<file path="config.mk">
export PLATFORM = sky130hd
export DESIGN_NAME = cmp_share_arbiter_flat
export DESIGN_NICKNAME = d
export VERILOG_FILES = /design/src/rtl/cmp_share_arbiter_if.sv /design/src/rtl/cmp_share_arbiter.sv /design/src/flat_wrapper.sv
export SDC_FILE = /design/constraint.sdc
export NUM_CORES = 1
export LEC_CHECK = 0
export BUFFER_PORTS_ARGS = -buffer_cell sky130_fd_sc_hd__buf_2
export CORE_ASPECT_RATIO = 0.9
export CORE_MARGIN = 4
export CORE_UTILIZATION = 45
export CTS_CLUSTER_DIAMETER = 80
export CTS_CLUSTER_SIZE = 20
export DETAILED_ROUTE_END_ITERATION = 16
export MAX_ROUTING_LAYER = met4
export PLACE_DENSITY = 0.75
export SETUP_SLACK_MARGIN = 0.05
export SYNTH_ARGS = -nofsm -noshare
export SYNTH_HDL_FRONTEND = slang
export SYNTH_SLANG_ARGS = --single-unit
</file>
<file path="constraint.sdc">
create_clock -name clk -period 2 [get_ports clk]
set_clock_uncertainty 0.1 [all_clocks]
set_input_delay 0.2 -clock clk [delete_from_list [all_inputs] [get_ports clk]]
set_output_delay 0.2 -clock clk [all_outputs]
set_load 0.05 [all_outputs]
</file>
<file path="src/rtl/cmp_share_arbiter_if.sv">
// Request/operand and grant/response bundle for the shared comparator.
// Clients use the master modport; the arbiter uses the slave modport.
interface cmp_share_arbiter_if #(
    parameter int N = 4,
    parameter int W = 4
);
    localparam int IDW = $clog2(N);

    logic [N-1:0]   req;
    logic [N*W-1:0] a_flat;
    logic [N*W-1:0] b_flat;
    logic [N-1:0]   gnt;
    logic           busy;
    logic           rsp_valid;
    logic [IDW-1:0] rsp_id;
    logic           rsp_gt;
    logic           rsp_lt;
    logic           rsp_eq;

    modport master (
        output req, a_flat, b_flat,
        input  gnt, busy, rsp_valid, rsp_id,
        input  rsp_gt, rsp_lt, rsp_eq
    );

    modport slave (
        input  req, a_flat, b_flat,
        output gnt, busy, rsp_valid, rsp_id,
        output rsp_gt, rsp_lt, rsp_eq
    );
endinterface

</file>
<file path="src/rtl/cmp_share_arbiter.sv">
// Round-robin arbiter sharing one W-bit magnitude comparator among N clients.
// Optional macro CMP_SIGNED_EN selects two's-complement ordering for gt/lt.
module cmp_share_arbiter #(
    parameter int N = 4,
    parameter int W = 4
) (
    input logic              clk,
    input logic              rst_n,
    cmp_share_arbiter_if.slave bus
);
    localparam int IDW = $clog2(N);

    typedef enum logic [1:0] {
        IDLE = 2'd0,
        CMP  = 2'd1,
        RESP = 2'd2
    } state_t;

    state_t         state_q, state_d;
    logic [IDW-1:0] last_q, last_d;
    logic [IDW-1:0] win_q, win_d;
    logic [W-1:0]   op_a_q, op_a_d;
    logic [W-1:0]   op_b_q, op_b_d;
    logic [N-1:0]   gnt_q, gnt_d;
    logic           busy_q, busy_d;
    logic           vld_q, vld_d;
    logic [IDW-1:0] rid_q, rid_d;
    logic           gt_q, gt_d;
    logic           lt_q, lt_d;
    logic           eq_q, eq_d;

    logic           pick_ok;
    logic [IDW-1:0] pick_id;
    logic           a_gt, a_lt, a_eq;

    // Search last+1, last+2, ... mod N; scanning backwards leaves the
    // nearest requester as the final assignment.
    function automatic logic [IDW:0] rr_pick(
        input logic [N-1:0]   r,
        input logic [IDW-1:0] last
    );
        logic [IDW:0] res;
        int           idx;
        res = '0;
        for (int k = N; k >= 1; k--) begin
            idx = (int'(last) + k) % N;
            if (r[idx]) res = {1'b1, IDW'(idx)};
        end
        return res;
    endfunction

    assign {pick_ok, pick_id} = rr_pick(bus.req, last_q);

`ifdef CMP_SIGNED_EN
    assign a_gt = $signed(op_a_q) > $signed(op_b_q);
    assign a_lt = $signed(op_a_q) < $signed(op_b_q);
`else
    assign a_gt = op_a_q > op_b_q;
    assign a_lt = op_a_q < op_b_q;
`endif
    assign a_eq = op_a_q == op_b_q;

    // Next-state and registered-output logic of the IDLE/CMP/RESP sequencer.
    always_comb begin
        state_d = state_q;
        last_d  = last_q;
        win_d   = win_q;
        op_a_d  = op_a_q;
        op_b_d  = op_b_q;
        gnt_d   = '0;
        vld_d   = 1'b0;
        rid_d   = rid_q;
        gt_d    = gt_q;
        lt_d    = lt_q;
        eq_d    = eq_q;
        unique case (state_q)
            IDLE: begin
                if (pick_ok) begin
                    win_d   = pick_id;
                    op_a_d  = bus.a_flat[int'(pick_id)*W +: W];
                    op_b_d  = bus.b_flat[int'(pick_id)*W +: W];
                    gnt_d   = N'(1) << pick_id;
                    state_d = CMP;
                end
            end
            CMP: begin
                gt_d    = a_gt;
                lt_d    = a_lt;
                eq_d    = a_eq;
                vld_d   = 1'b1;
                rid_d   = win_q;
                last_d  = win_q;
                state_d = RESP;
            end
            RESP: begin
                state_d = IDLE;
            end
            default: begin
                state_d = IDLE;
            end
        endcase
        busy_d = state_d != IDLE;
    end

    // State and output registers; reset drops any in-flight transaction.
    always_ff @(posedge clk or negedge rst_n) begin
        if (!rst_n) begin
            state_q <= IDLE;
            last_q  <= IDW'(N - 1);
            win_q   <= '0;
            op_a_q  <= '0;
            op_b_q  <= '0;
            gnt_q   <= '0;
            busy_q  <= 1'b0;
            vld_q   <= 1'b0;
            rid_q   <= '0;
            gt_q    <= 1'b0;
            lt_q    <= 1'b0;
            eq_q    <= 1'b0;
        end else begin
            state_q <= state_d;
            last_q  <= last_d;
            win_q   <= win_d;
            op_a_q  <= op_a_d;
            op_b_q  <= op_b_d;
            gnt_q   <= gnt_d;
            busy_q  <= busy_d;
            vld_q   <= vld_d;
            rid_q   <= rid_d;
            gt_q    <= gt_d;
            lt_q    <= lt_d;
            eq_q    <= eq_d;
        end
    end

    assign bus.gnt       = gnt_q;
    assign bus.busy      = busy_q;
    assign bus.rsp_valid = vld_q;
    assign bus.rsp_id    = rid_q;
    assign bus.rsp_gt    = gt_q;
    assign bus.rsp_lt    = lt_q;
    assign bus.rsp_eq    = eq_q;
endmodule

</file>
<file path="src/flat_wrapper.sv">
// flat-port wrapper written by rule: the top's interface ports become plain ports
module cmp_share_arbiter_flat 
#(
    parameter int N = 4,
    parameter int W = 4
)
  (clk, rst_n, bus_req, bus_a_flat, bus_b_flat, bus_gnt, bus_busy, bus_rsp_valid, bus_rsp_id, bus_rsp_gt, bus_rsp_lt, bus_rsp_eq);
  cmp_share_arbiter_if #(.N(N), .W(W)) bus_i ();
  input logic clk;
  input logic rst_n;
  input wire logic [$bits(bus_i.req)-1:0] bus_req;
  input wire logic [$bits(bus_i.a_flat)-1:0] bus_a_flat;
  input wire logic [$bits(bus_i.b_flat)-1:0] bus_b_flat;
  output wire logic [$bits(bus_i.gnt)-1:0] bus_gnt;
  output wire logic [$bits(bus_i.busy)-1:0] bus_busy;
  output wire logic [$bits(bus_i.rsp_valid)-1:0] bus_rsp_valid;
  output wire logic [$bits(bus_i.rsp_id)-1:0] bus_rsp_id;
  output wire logic [$bits(bus_i.rsp_gt)-1:0] bus_rsp_gt;
  output wire logic [$bits(bus_i.rsp_lt)-1:0] bus_rsp_lt;
  output wire logic [$bits(bus_i.rsp_eq)-1:0] bus_rsp_eq;
  assign bus_i.req = bus_req;
  assign bus_i.a_flat = bus_a_flat;
  assign bus_i.b_flat = bus_b_flat;
  assign bus_gnt = bus_i.gnt;
  assign bus_busy = bus_i.busy;
  assign bus_rsp_valid = bus_i.rsp_valid;
  assign bus_rsp_id = bus_i.rsp_id;
  assign bus_rsp_gt = bus_i.rsp_gt;
  assign bus_rsp_lt = bus_i.rsp_lt;
  assign bus_rsp_eq = bus_i.rsp_eq;
  cmp_share_arbiter #(.N(N), .W(W)) u_core (.clk(clk), .rst_n(rst_n), .bus(bus_i));
endmodule
</file>
# Word level (Yosys, flattened, before mapping)
# Index checks and enable logic that the tools add are counted.
[word_totals]
reg_bits = 25
input_bits = 38
output_inout_bits = 11
[classes]
n_addsub = 4
n_lt_le_gt_ge = 6
n_eq_ne = 2
n_shift = 3
n_mux = 21
bitwise = 4
reduce_logical = 7
[ops]
columns = ["op", "n"]
rows = [
  ["$shiftx 16x5->4", 2],
  ["$lt 3x4->1 const B", 4],
  ["$mux 3", 4],
  ["$mux 1", 9],
  ["$bmux 1 s2", 4],
  ["$mux 4", 2],
  ["$reduce_or 2->1", 4],
  ["$add 2x1->2 const B", 2],
  ["$add 2x2->2 const B", 2],
  ["$and 1x1->1 const A", 4],
  ["$eq 4x4->1", 1],
  ["$gt 4x4->1", 1],
  ["$lt 4x4->1", 1],
  ["$pmux 2 s2", 1],
  ["$shl 1x2->4 const A", 1],
  ["$eq 2x1->1 const B", 1],
  ["$logic_not 2->1", 1],
  ["$mux 2", 1],
  ["$reduce_and 2->1", 1],
  ["$reduce_bool 2->1", 1],
]

# Depth between registers and ports, before layout
[logic_depth]
ltp_word = 13
depth_mapped = 7
depth_no_buf = 7

# Worst setup path after synthesis
# No wires, ideal clock.
[synth_path]
kind = "register -> register"
from = "register u_core.last_q[1]"
to = "register u_core.op_a_q[0]"
arrival_time_ns = 1.435
required_time_ns = 1.756
slack_ns = 0.321
path_stages_with_launch = 7
period_less_slack_ns = 1.679
cell_sequence = "dfstp_2 nand2b_1 a21oi_2 o221ai_4 buf_6 mux2i_1 o221ai_1"
[synth_via]
elab_chain_len = 9
word_cells_on_any_way = 22
[synth_rtl]
columns = ["item", "line_no", "text"]
rows = [
  ["from (decl)", "cmp_share_arbiter.sv:20", "logic [IDW-1:0] last_q, last_d;"],
  ["from (signal assigned)", "cmp_share_arbiter.sv:109", "last_q <= IDW'(N - 1);"],
  ["from (signal assigned)", "cmp_share_arbiter.sv:122", "last_q <= last_d;"],
  ["$add 2x1->2", "cmp_share_arbiter.sv:46", "idx = (int'(last) + k) % N;"],
  ["$bmux 1 s2", "cmp_share_arbiter.sv:47", "if (r[idx]) res = {1'b1, IDW'(idx)};"],
  ["$mux 1 (implied by the code) (2 in series)", "cmp_share_arbiter.sv:47", ""],
  ["$mux 3 (3 in series)", "cmp_share_arbiter.sv:47", ""],
  ["$mux 3 *", "cmp_share_arbiter.sv:47", ""],
  ["$shiftx 16x5->4 / $reduce_and 2->1 (equally long branches)", "-", ""],
  ["to (signal assigned)", "cmp_share_arbiter.sv:124", "op_a_q <= op_a_d;"],
  ["to (decl)", "cmp_share_arbiter.sv:22", "logic [W-1:0] op_a_q, op_a_d;"],
]
# Every way passes the cells marked *; elsewhere a longest branch is shown, timed or not. The select of a mux whose other input is x is not followed.
# A chain may end at the register's enable or synchronous reset.

# Worst setup path in the final report
[layout_path]
from = "register u_core.last_q[1]"
to = "register u_core.op_b_q[0]"
[layout_via]
elab_chain_len = 9
word_cells_on_any_way = 22
[layout_rtl]
columns = ["item", "line_no", "text"]
rows = [
  ["$add 2x1->2", "cmp_share_arbiter.sv:46", ""],
  ["$bmux 1 s2", "cmp_share_arbiter.sv:47", ""],
  ["$mux 1 (implied by the code) (2 in series)", "cmp_share_arbiter.sv:47", ""],
  ["$mux 3 (3 in series)", "cmp_share_arbiter.sv:47", ""],
  ["$mux 3 *", "cmp_share_arbiter.sv:47", ""],
  ["$shiftx 16x5->4 / $reduce_and 2->1 (equally long branches)", "-", ""],
  ["to (signal assigned)", "cmp_share_arbiter.sv:125", "op_b_q <= op_b_d;"],
  ["to (decl)", "cmp_share_arbiter.sv:23", "logic [W-1:0] op_b_q, op_b_d;"],
]
# Marks and branches as above.

==> qor.csv <==
metric;value;unit
Starting Density;0.4877;
delay of the slowest critical-path stage;610;ps
drt drc;0;
outcome;finished clean;
Inserted Diodes;0;
# IOs;49;
CP arrival;1910;ps
Overflow after GRT;0;
Worst setup EP type;flip-flop;
cell count along the critical path;6;
slowest CP cell;dfstp_2;
minimum clock period;1817;ps
max-cap viol count;0;
PnR worst setup slack;182.9;ps
switching share of total power;0.4652;
Cell Area, Synth;1245;um^2
WL/cell;14.31;um
clock slew at reported path FFs;130;ps
worst hold path class;in2reg;
initial DRC count;38;
Post-synth ARST share;1.000;
Port Buffers;48;
Yosys top cell area share;0.4422;
worst ir drop on vdd;0.6318;mV
worst-margin pin slew;529.3;ps
Max Buffers Root-to-Sink;2;
CP Launch Type;flip-flop;
crit-path max FO;11;
Cell Chain, Critical Path;nand2b_1, a21oi_2, o221ai_4, buf_12, mux2i_2, o221ai_1;
f_max;550.3;MHz
Antenna Violating Nets Remaining;0;
Root Buffer;clkbuf_4;
Main synth FF type;dfrtp_1;
layout cell share with drive strength beyond 1;0.3609;
internal power;1.309;mW
CTS tree;yes;
most frequent cell after synthesis;nand2_1;
max-slew violations;0;
CTS H-tree lvls;1;
# nets final;212;
Leak Pwr;0.8607;nW
final wirelength;2819;um
Die ar.;3673;um^2
first-pass GRT wire length;4843;um
NetSw;1.139;mW
total power;2.448;mW
Mapped Cells;118;
Layout Utilization;0.6152;
reg-to-reg setup timing slack;180;ps
Worst R2R Start;u_core.last_q[1]$_DFFE_PN1P_;
Relative slew margins;0.6471;
Worst Setup SP;u_core.last_q[1]$_DFFE_PN1P_;
CP bufs+invs;1;
number of vias per cell;5.223;
Pre-antenna DRT Iters;4;
setup TNS;0;ps
r2r worst-path depth;6;
worst reg2reg path endpoint;u_core.op_b_q[0]$_DFFE_PN0P_;
FP Rows;17;
Gate power share;0.566;
sequential share of power;0.345;
ranking of synthesized cells by area;dfrtp_1 (44%), mux2i_1 (14%), nand2_1 (7.8%);
Synth area leader;dfrtp_1;
crit path kind;reg2reg;
EDFF count, synth;0;
Sink Count;24;
Crit path max-delay family;flip-flops;
Via Count;1029;
initial antenna violation count;0;
synth cell count leaders;nand2_1 (26), dfrtp_1 (22), mux2i_1 (17);
HPWL Detailed;2085;um
largest net degree at the start of global routing;25;
final worst path period share;0.9086;
Yosys reg bits;24;
Final Hold Viols;0;
Post-Synthesis Net Count;160;
P per Cell Area;1559;nW/um^2
die extent in x;63.45;um
# setup viols final;0;
crit path to;u_core.op_b_q[0]$_DFFE_PN0P_;
Clock Power Share;0.090;
Ys Warns;0;
vias in the first global route;1069;
Avg Cell Area, Syn;10.55;um^2
RSZ-0062 raised after global routing;no;
TritonCTS Buffers;3;
Layout area overhead;26.13;%
die height;57.90;um
Seq/Total Area, Yosys;0.4844;
WP data required;2100;ps
Post-Place Worst Slack;186.6;ps
Synth cell types;26;
Placer Congestion;0.7917;
GRT Overall Usage;0.1715;
clock latency on the worst-skew pair;320;ps
Core Region;2552;um^2
## worst min-delay path, delay by kind of cell
family / cells / cell delay [ps]
AOI/OAI and AO/OA: 1 / 150
buffers and inverters: 1 / 70
muxes: 1 / 50
## cell type report
class                   count  area (um^2)
clock buffers               4        26.28
flip-flops and latches     24        603.1
multi-input cells          82        576.8
repair buffers             52        302.8
well taps                  28        35.03
inverters                   7        26.28
fillers                   229        982.2
## stage by stage
step	cells	area, um^2	hold WS [ps]
detailed placement	191	1505	112.0
global placement	191	1505	102.6
floorplan	118	1245	-195.6
global route	197	1570	108.2
finish	197	1570	89.51
CTS	196	1541	86.13
## placed cells by master, fill, tap and decap left out, types with 2 or more instances in the layout
cell	instances
nand2b_1	5
dfstp_2	2
clkbuf_4	3
ha_1	4
nor2_1	4
a21oi_1	3
o221ai_1	8
nand2_1	26
mux2i_1	16
dfrtp_1	22
buf_2	48
inv_1	6
o21ai_0	4
## power groups by stage
stage	clock network (mW)	registers (mW)	logic (mW)
global route	0.245	0.874	1.53
finish	0.220	0.843	1.38
global placement	0	0.839	1.30
CTS	0.226	0.842	1.35
detailed placement	0	0.851	1.34
floorplan	0	1.14	0.741
## sequential cells by signal (all words and copies together), names as in the netlist
name / count
u_core.bus.gnt: 4
u_core.bus.rsp_gt: 1
u_core.bus.rsp_lt: 1
u_core.win_q: 2
u_core.bus.busy: 1
u_core.bus.rsp_eq: 1
u_core.op_b_q: 4
u_core.bus.rsp_id: 2
u_core.last_q: 2
u_core.op_a_q: 4
u_core.state_q: 2
## timing repair
item,in CTS,in global routing
resized for setup,0,1
hold buffers,1,0
hold endpoints to repair,22,0
setup buffers,0,0
setup endpoints to repair,0,1
## logic make-up after synthesis
family | Yosys count | share of synthesized area
AO/OA/AOI/OAI | 19 | 0.1246
AND/OR/NAND/NOR | 41 | 0.1498
multiplexers | 18 | 0.1457
buffers and inverters | 12 | 0.05527
flip-flops | 24 | 0.4844
adder cells (fa/ha/maj) | 4 | 0.04020
## layer usage
layer  GRT usage  vias up  part of all wire
met5           -        -                 0
met4     0.06462        0             0.015
met3     0.04070        4             0.069
met2      0.2842       35              0.49
met1      0.2039      474              0.43
li1            -      516                 -
## how the worst min path moves through the flow
stage / from / end / cells after the start
5_1_grt: bus_a_flat[4] / u_core.op_a_q[0]$_DFFE_PN0P_ / 3
2_1_floorplan: rst_n / u_core.bus.busy$_DFF_PN0_ / 0
3_5_place_dp: rst_n / u_core.bus.rsp_lt$_DFFE_PN0P_ / 1
4_1_cts: bus_b_flat[1] / u_core.op_b_q[1]$_DFFE_PN0P_ / 3
3_3_place_gp: rst_n / u_core.bus.rsp_eq$_DFFE_PN0P_ / 1
6_report: bus_b_flat[1] / u_core.op_b_q[1]$_DFFE_PN0P_ / 3
No activity file was read; power rests on OpenSTA's default activity.
